### config.mk
export PLATFORM = sky130hd
export DESIGN_NAME = rv_pipe_ctrl
export DESIGN_NICKNAME = d
export VERILOG_FILES = /design/src/rtl/rv_pipe_ctrl.sv
export SDC_FILE = /design/constraint.sdc
export NUM_CORES = 1
export LEC_CHECK = 0
export BUFFER_PORTS_ARGS = -buffer_cell sky130_fd_sc_hd__buf_4
export CELL_PAD_IN_SITES_DETAIL_PLACEMENT = 0
export CELL_PAD_IN_SITES_GLOBAL_PLACEMENT = 1
export CORE_MARGIN = 2
export CORE_UTILIZATION = 36
export DETAILED_ROUTE_END_ITERATION = 8
export PLACE_DENSITY_LB_ADDON = 0.3
export SETUP_SLACK_MARGIN = 0.05
export SYNTH_ARGS = -nofsm -noshare
export SYNTH_HDL_FRONTEND = slang
export SYNTH_SLANG_ARGS = --single-unit
### constraint.sdc
create_clock -name clk -period 4.8 [get_ports clk]
set_input_delay 0.24 -clock clk [delete_from_list [all_inputs] [get_ports clk]]
set_output_delay 0.24 -clock clk [all_outputs]
set_load 0.02 [all_outputs]
### src/rtl/rv_pipe_ctrl.sv
// rv_pipe_ctrl - central sequencer for the 5-stage core
//   Q100H fetch, Q101H decode, Q102H execute, Q103H memory, Q104H write-back.
//
// Owns the per-stage valid bits and drives the stage-advance enables.
// It resolves three pipeline events:
//   mem_stall : a load/store in Q103H is waiting on data memory; the whole pipe freezes
//   take      : a taken branch or jump in Q102H redirects fetch and flushes Q101H/Q102H
//   lu        : a load in Q102H feeds the decode instruction; fetch/decode hold and a
//               bubble goes into Q102H
// Priority is mem_stall > take > lu.
//
// Ports:
//   clk, rst                    clock, asynchronous active-low reset
//   inst_valid_Q100H            fetched instruction valid
//   rs1/rs2/use_rs1/use_rs2     decode source operands (Q101H)
//   rd/load/branch/jump/
//   branch_cond_met (Q102H)     execute-stage instruction info
//   mem_access/dmem_ack (Q103H) memory-stage access and completion
//   ready_Q100H..ready_Q104H    stage-advance enables (combinational)
//   valid_Q101H..valid_Q104H    registered stage valid bits
//   redirect_Q102H              next PC takes the branch/jump target
//   state                       RUN=0, LU_STALL=1, MEM_WAIT=2
//   mem_timeout_err             sticky; set when the dmem wait reaches MEM_TIMEOUT
//
// Optional feature: define PIPE_CTRL_PERF_EN to add the 32-bit wrapping event counters
// perf_lu_cnt, perf_flush_cnt and perf_memwait_cnt.
module rv_pipe_ctrl #(
    parameter int MEM_TIMEOUT = 255,
    parameter int TMO_W       = 8
) (
    input  logic        clk,
    input  logic        rst,
    input  logic        inst_valid_Q100H,
    input  logic [4:0]  rs1_Q101H,
    input  logic [4:0]  rs2_Q101H,
    input  logic        use_rs1_Q101H,
    input  logic        use_rs2_Q101H,
    input  logic [4:0]  rd_Q102H,
    input  logic        load_Q102H,
    input  logic        branch_Q102H,
    input  logic        jump_Q102H,
    input  logic        branch_cond_met_Q102H,
    input  logic        mem_access_Q103H,
    input  logic        dmem_ack_Q103H,
    output logic        ready_Q100H,
    output logic        ready_Q101H,
    output logic        ready_Q102H,
    output logic        ready_Q103H,
    output logic        ready_Q104H,
    output logic        valid_Q101H,
    output logic        valid_Q102H,
    output logic        valid_Q103H,
    output logic        valid_Q104H,
    output logic        redirect_Q102H,
    output logic [1:0]  state,
`ifdef PIPE_CTRL_PERF_EN
    output logic [31:0] perf_lu_cnt,
    output logic [31:0] perf_flush_cnt,
    output logic [31:0] perf_memwait_cnt,
`endif
    output logic        mem_timeout_err
);

    typedef enum logic [1:0] {
        RUN      = 2'd0,
        LU_STALL = 2'd1,
        MEM_WAIT = 2'd2
    } state_t;

    state_t             st;
    logic [TMO_W-1:0]   wait_cnt;
    logic [TMO_W-1:0]   wait_cnt_nxt;
    logic               mem_stall;
    logic               take;
    logic               lu;
    logic               take_go;
    logic               lu_go;

    // Bubbles never raise events: every term is qualified by its stage valid.
    assign mem_stall = valid_Q103H & mem_access_Q103H & ~dmem_ack_Q103H;
    assign take      = valid_Q102H & (jump_Q102H | (branch_Q102H & branch_cond_met_Q102H));
    assign lu        = valid_Q102H & load_Q102H & (rd_Q102H != 5'd0) & valid_Q101H &
                       ((use_rs1_Q101H & (rs1_Q101H == rd_Q102H)) |
                        (use_rs2_Q101H & (rs2_Q101H == rd_Q102H)));

    // Effective events after priority. A taken branch held behind a memory stall
    // only redirects in the cycle the stall releases.
    assign take_go = take & ~mem_stall;
    assign lu_go   = lu & ~mem_stall & ~take;

    assign ready_Q100H    = ~mem_stall & ~lu_go;
    assign ready_Q101H    = ~mem_stall & ~lu_go;
    assign ready_Q102H    = ~mem_stall;
    assign ready_Q103H    = ~mem_stall;
    assign ready_Q104H    = ~mem_stall;
    assign redirect_Q102H = take_go;
    assign state          = st;

    // Wait counter counts stalled memory cycles and saturates at all-ones.
    assign wait_cnt_nxt = (wait_cnt == {TMO_W{1'b1}}) ? wait_cnt : wait_cnt + TMO_W'(1);

    always_ff @(posedge clk or negedge rst) begin
        if (!rst) begin
            st              <= RUN;
            wait_cnt        <= '0;
            mem_timeout_err <= 1'b0;
            valid_Q101H     <= 1'b0;
            valid_Q102H     <= 1'b0;
            valid_Q103H     <= 1'b0;
            valid_Q104H     <= 1'b0;
        end else if (mem_stall) begin
            // Whole pipe frozen: valid bits hold.
            st       <= MEM_WAIT;
            wait_cnt <= wait_cnt_nxt;
            // The pipe keeps waiting after a timeout; the flag is only a report.
            if (wait_cnt_nxt == TMO_W'(MEM_TIMEOUT))
                mem_timeout_err <= 1'b1;
        end else begin
            wait_cnt    <= '0;
            valid_Q104H <= valid_Q103H;
            valid_Q103H <= valid_Q102H;
            if (take_go) begin
                // Q101H and Q102H hold wrong-path instructions.
                valid_Q102H <= 1'b0;
                valid_Q101H <= 1'b0;
            end else if (lu_go) begin
                // Bubble into Q102H; decode instruction waits one cycle and then
                // picks the load result up through forwarding from Q103H.
                valid_Q102H <= 1'b0;
            end else begin
                valid_Q102H <= valid_Q101H;
                valid_Q101H <= inst_valid_Q100H;
            end
            st <= (lu_go && st == RUN) ? LU_STALL : RUN;
        end
    end

`ifdef PIPE_CTRL_PERF_EN
    always_ff @(posedge clk or negedge rst) begin
        if (!rst) begin
            perf_lu_cnt      <= '0;
            perf_flush_cnt   <= '0;
            perf_memwait_cnt <= '0;
        end else begin
            if (lu_go)     perf_lu_cnt      <= perf_lu_cnt + 32'd1;
            if (take_go)   perf_flush_cnt   <= perf_flush_cnt + 32'd1;
            if (mem_stall) perf_memwait_cnt <= perf_memwait_cnt + 32'd1;
        end
    end
`endif

endmodule

==> flow_summary.toml <==
[global_route]
grt_start_max_net_pins = 16
overflow = 0
grt_usage = 0.162
grt_pass1_vias = 790
grt_pass1_wl_um = 3370
antenna_found_initial = 0

[timing]
min_period_ns = 2.15
hold_viol_final = 0
maxSlewHeadroom = 0.669
setup_violations = 0
setup-tns-final_ns = 0
post-route-period-util = 0.449
skew_ns = 0.00404
worst-slew-pin-transition_ns = 0.495
max_freq_ghz = 0.464
finalMaxSlewViolations = 0
rsz0062_at_grt = "false"

[critical_path]
cp_max_fo = 13
cpMaxStageDelayCell = "dfrtp_1"
r2r-start = "wait_cnt[0]$_DFF_PN0_"
cp.required_ns = 4.56
worst_setup_path_start_kind = "register"
cp-end-kind = "output pin"
worstRegToRegCells = 6
arrival_ns = 1.91
cp-startpoint = "valid_Q103H$_DFFE_PN0N_"
critPathKind = "reg2out"
r2r_slack_ns = 3.02
critPathMaxStageDelay_ns = 0.40
worstReg2RegEnd = "mem_timeout_err$_DFFE_PN0P_"
crit_chain = "nand3b_1 > nand3_1 > a21oi_1 > nand4_1 > and2_1 > buf_4"

[drt]
avgViaCountPerCell = 5.14
ant_nets = 0
wirelength_um = 2110
wl_per_cell_um = 12.9
drc_errors = 0
first_pass_iters = 4
vias = 843
drt_iter0_markers = 14

[die]
rows = 18
dieWidth_um = 53.9
dieArea_um2 = 2900
die_h_um = 53.9
ios = 39
initial_core_util = 0.372
core_um2 = 2410

[power]
p_per_area_nw_per_um2 = 261
power.leakage_nw = 0.548
ir_worst_vdd_mv = 0.161

[synth]
synth-edff-count = 0
syn-instance-count = 96
ys.flop_type = "dfrtp_1"
syn-num-nets = 123
synthArstFlopShare = 1.00
ys_ff_latch = 15
syn_area_per_cell_um2 = 9.33
ys_warn_count = 0
synthesis.area_um2 = 896
ys_types = 30
seq_area_frac_synth = 0.419

[cts]
cts_buffers = 3
cts_resized = 0
cts.clk_slew.worst_paths_ns = 0.09
cts.sinks = 15
clkLatencyLatePin_ns = 0.29
tritoncts = "done"
root_buffer = "clkbuf_4"
ctsHtreeMaxLevel = 1
clockBufferDepth = 2

[layout]
most-common-layout-cells = "buf_4 (38), dfrtp_1 (15), nand2_1 (12), xnor2_1 (12), nand3_1 (7)"
nets = 162
layout-drive-gt1-share = 0.343
fin_area_um2 = 1220
final_common_cell = "buf_4"
syn_to_final_growth_pct = 36.0
nFillCells = 237
antenna_cells = 0

[hold_path]
worstHoldStart = "dmem_ack_Q103H"
holdPathEnd = "valid_Q104H$_DFFE_PN0N_"
holdPathStages = 2
hp-class = "in2reg"

[placed_design]
dpl.hpwl_um = 1620
gp_congestion = 0.841
placed_area_um2 = 1180
io_buffers = 38

[flow_run]
cap_violations = 0

[run_status]
status = "complete, no violations"
-- worst max-delay path, delay by kind of cell, from the launching register on --
family	cells	cell delay [ns]
buffers and inverters	1	0.16
AO/OA/AOI/OAI	1	0.17
flip-flops	1	0.40
AND/OR/NAND/NOR	4	0.91
-- what timing repair did --
item / 4_1_cts / 5_1_grt
hold buffers: 1 / 0
hold endpoints to repair: 15 / 0
endpoints found under the setup margin: 0 / 0
buffers inserted: 0 / 0
-- layout make-up --
class                      instances  area [um2]  share of cell area
clock buffer                       3        22.5              0.0185
multi-input combinational         74         475               0.390
timing repair buffer              39         295               0.242
clock inverter                     1        5.00             0.00411
inverter                           2        7.51             0.00616
tap                               30        37.5              0.0308
sequential                        15         375               0.308
-- cells in the mapped netlist, types with 2 or more instances --
library cell,instances,share of area
a211oi_1,2,0.017
nand2_1,12,0.050
xnor2_1,12,0.12
nand3_1,7,0.039
nor3_1,4,0.022
o21ai_0,3,0.017
a31oi_1,5,0.035
dfrtp_1,15,0.42
nor2_1,4,0.017
and3_1,2,0.014
buf_4,3,0.025
a21oi_1,4,0.022
inv_1,2,0.0084
nand3b_1,2,0.017
nand4_1,3,0.021
and2_1,2,0.014
-- report_power, final --
part	internal, mW	leakage, nW	switching [mW]
sequential	0.137	0.203	0.00982
clock	0.0310	0.0177	0.0421
combinational	0.0483	0.328	0.0496
-- worst max-delay path by stage --
stage / endpoint
floorplan: redirect_Q102H
global placement: ready_Q100H
detailed placement: ready_Q100H
CTS: ready_Q100H
global route: ready_Q101H
finish: ready_Q100H
-- sequential cells by signal, indices dropped and copies added, names as in the netlist --
name             cells
valid_Q101H          1
mem_timeout_err      1
wait_cnt             8
valid_Q104H          1
state                2
valid_Q102H          1
valid_Q103H          1
-- per-stage QoR --
step | power [mW] | hold slack [ns] | instances | utilization | setup WS (ns)
CTS | 0.321 | 0.178 | 164 | 0.506 | 2.62
global placement | 0.247 | 0.107 | 159 | 0.490 | 2.98
global route | 0.335 | 0.181 | 164 | 0.506 | 2.47
detailed placement | 0.248 | 0.106 | 159 | 0.490 | 2.95
floorplan | 0.199 | -0.0556 | 96 | - | 3.01
finish | 0.318 | 0.171 | 164 | 0.506 | 2.65
-- routing by layer --
| layer | part of all wire | up-vias | GRT usage |
|---|---|---|---|
| li1 | - | 417 | - |
| met1 | 0.44 | 388 | 0.201 |
| met2 | 0.45 | 33 | 0.262 |
| met3 | 0.088 | 5 | 0.0361 |
| met4 | 0.017 | 0 | 0.0855 |
| met5 | 0 | - | 0 |
-- cells by family after synthesis --
kind of cell,after synthesis,share of synthesized area
simple gates,41,0.249
compound gates,20,0.151
flops,15,0.419
xor+xnor,12,0.117
buf+inv,7,0.0503
fa+ha+maj,1,0.0140
Note: power is estimated with default switching activity, not from simulation.
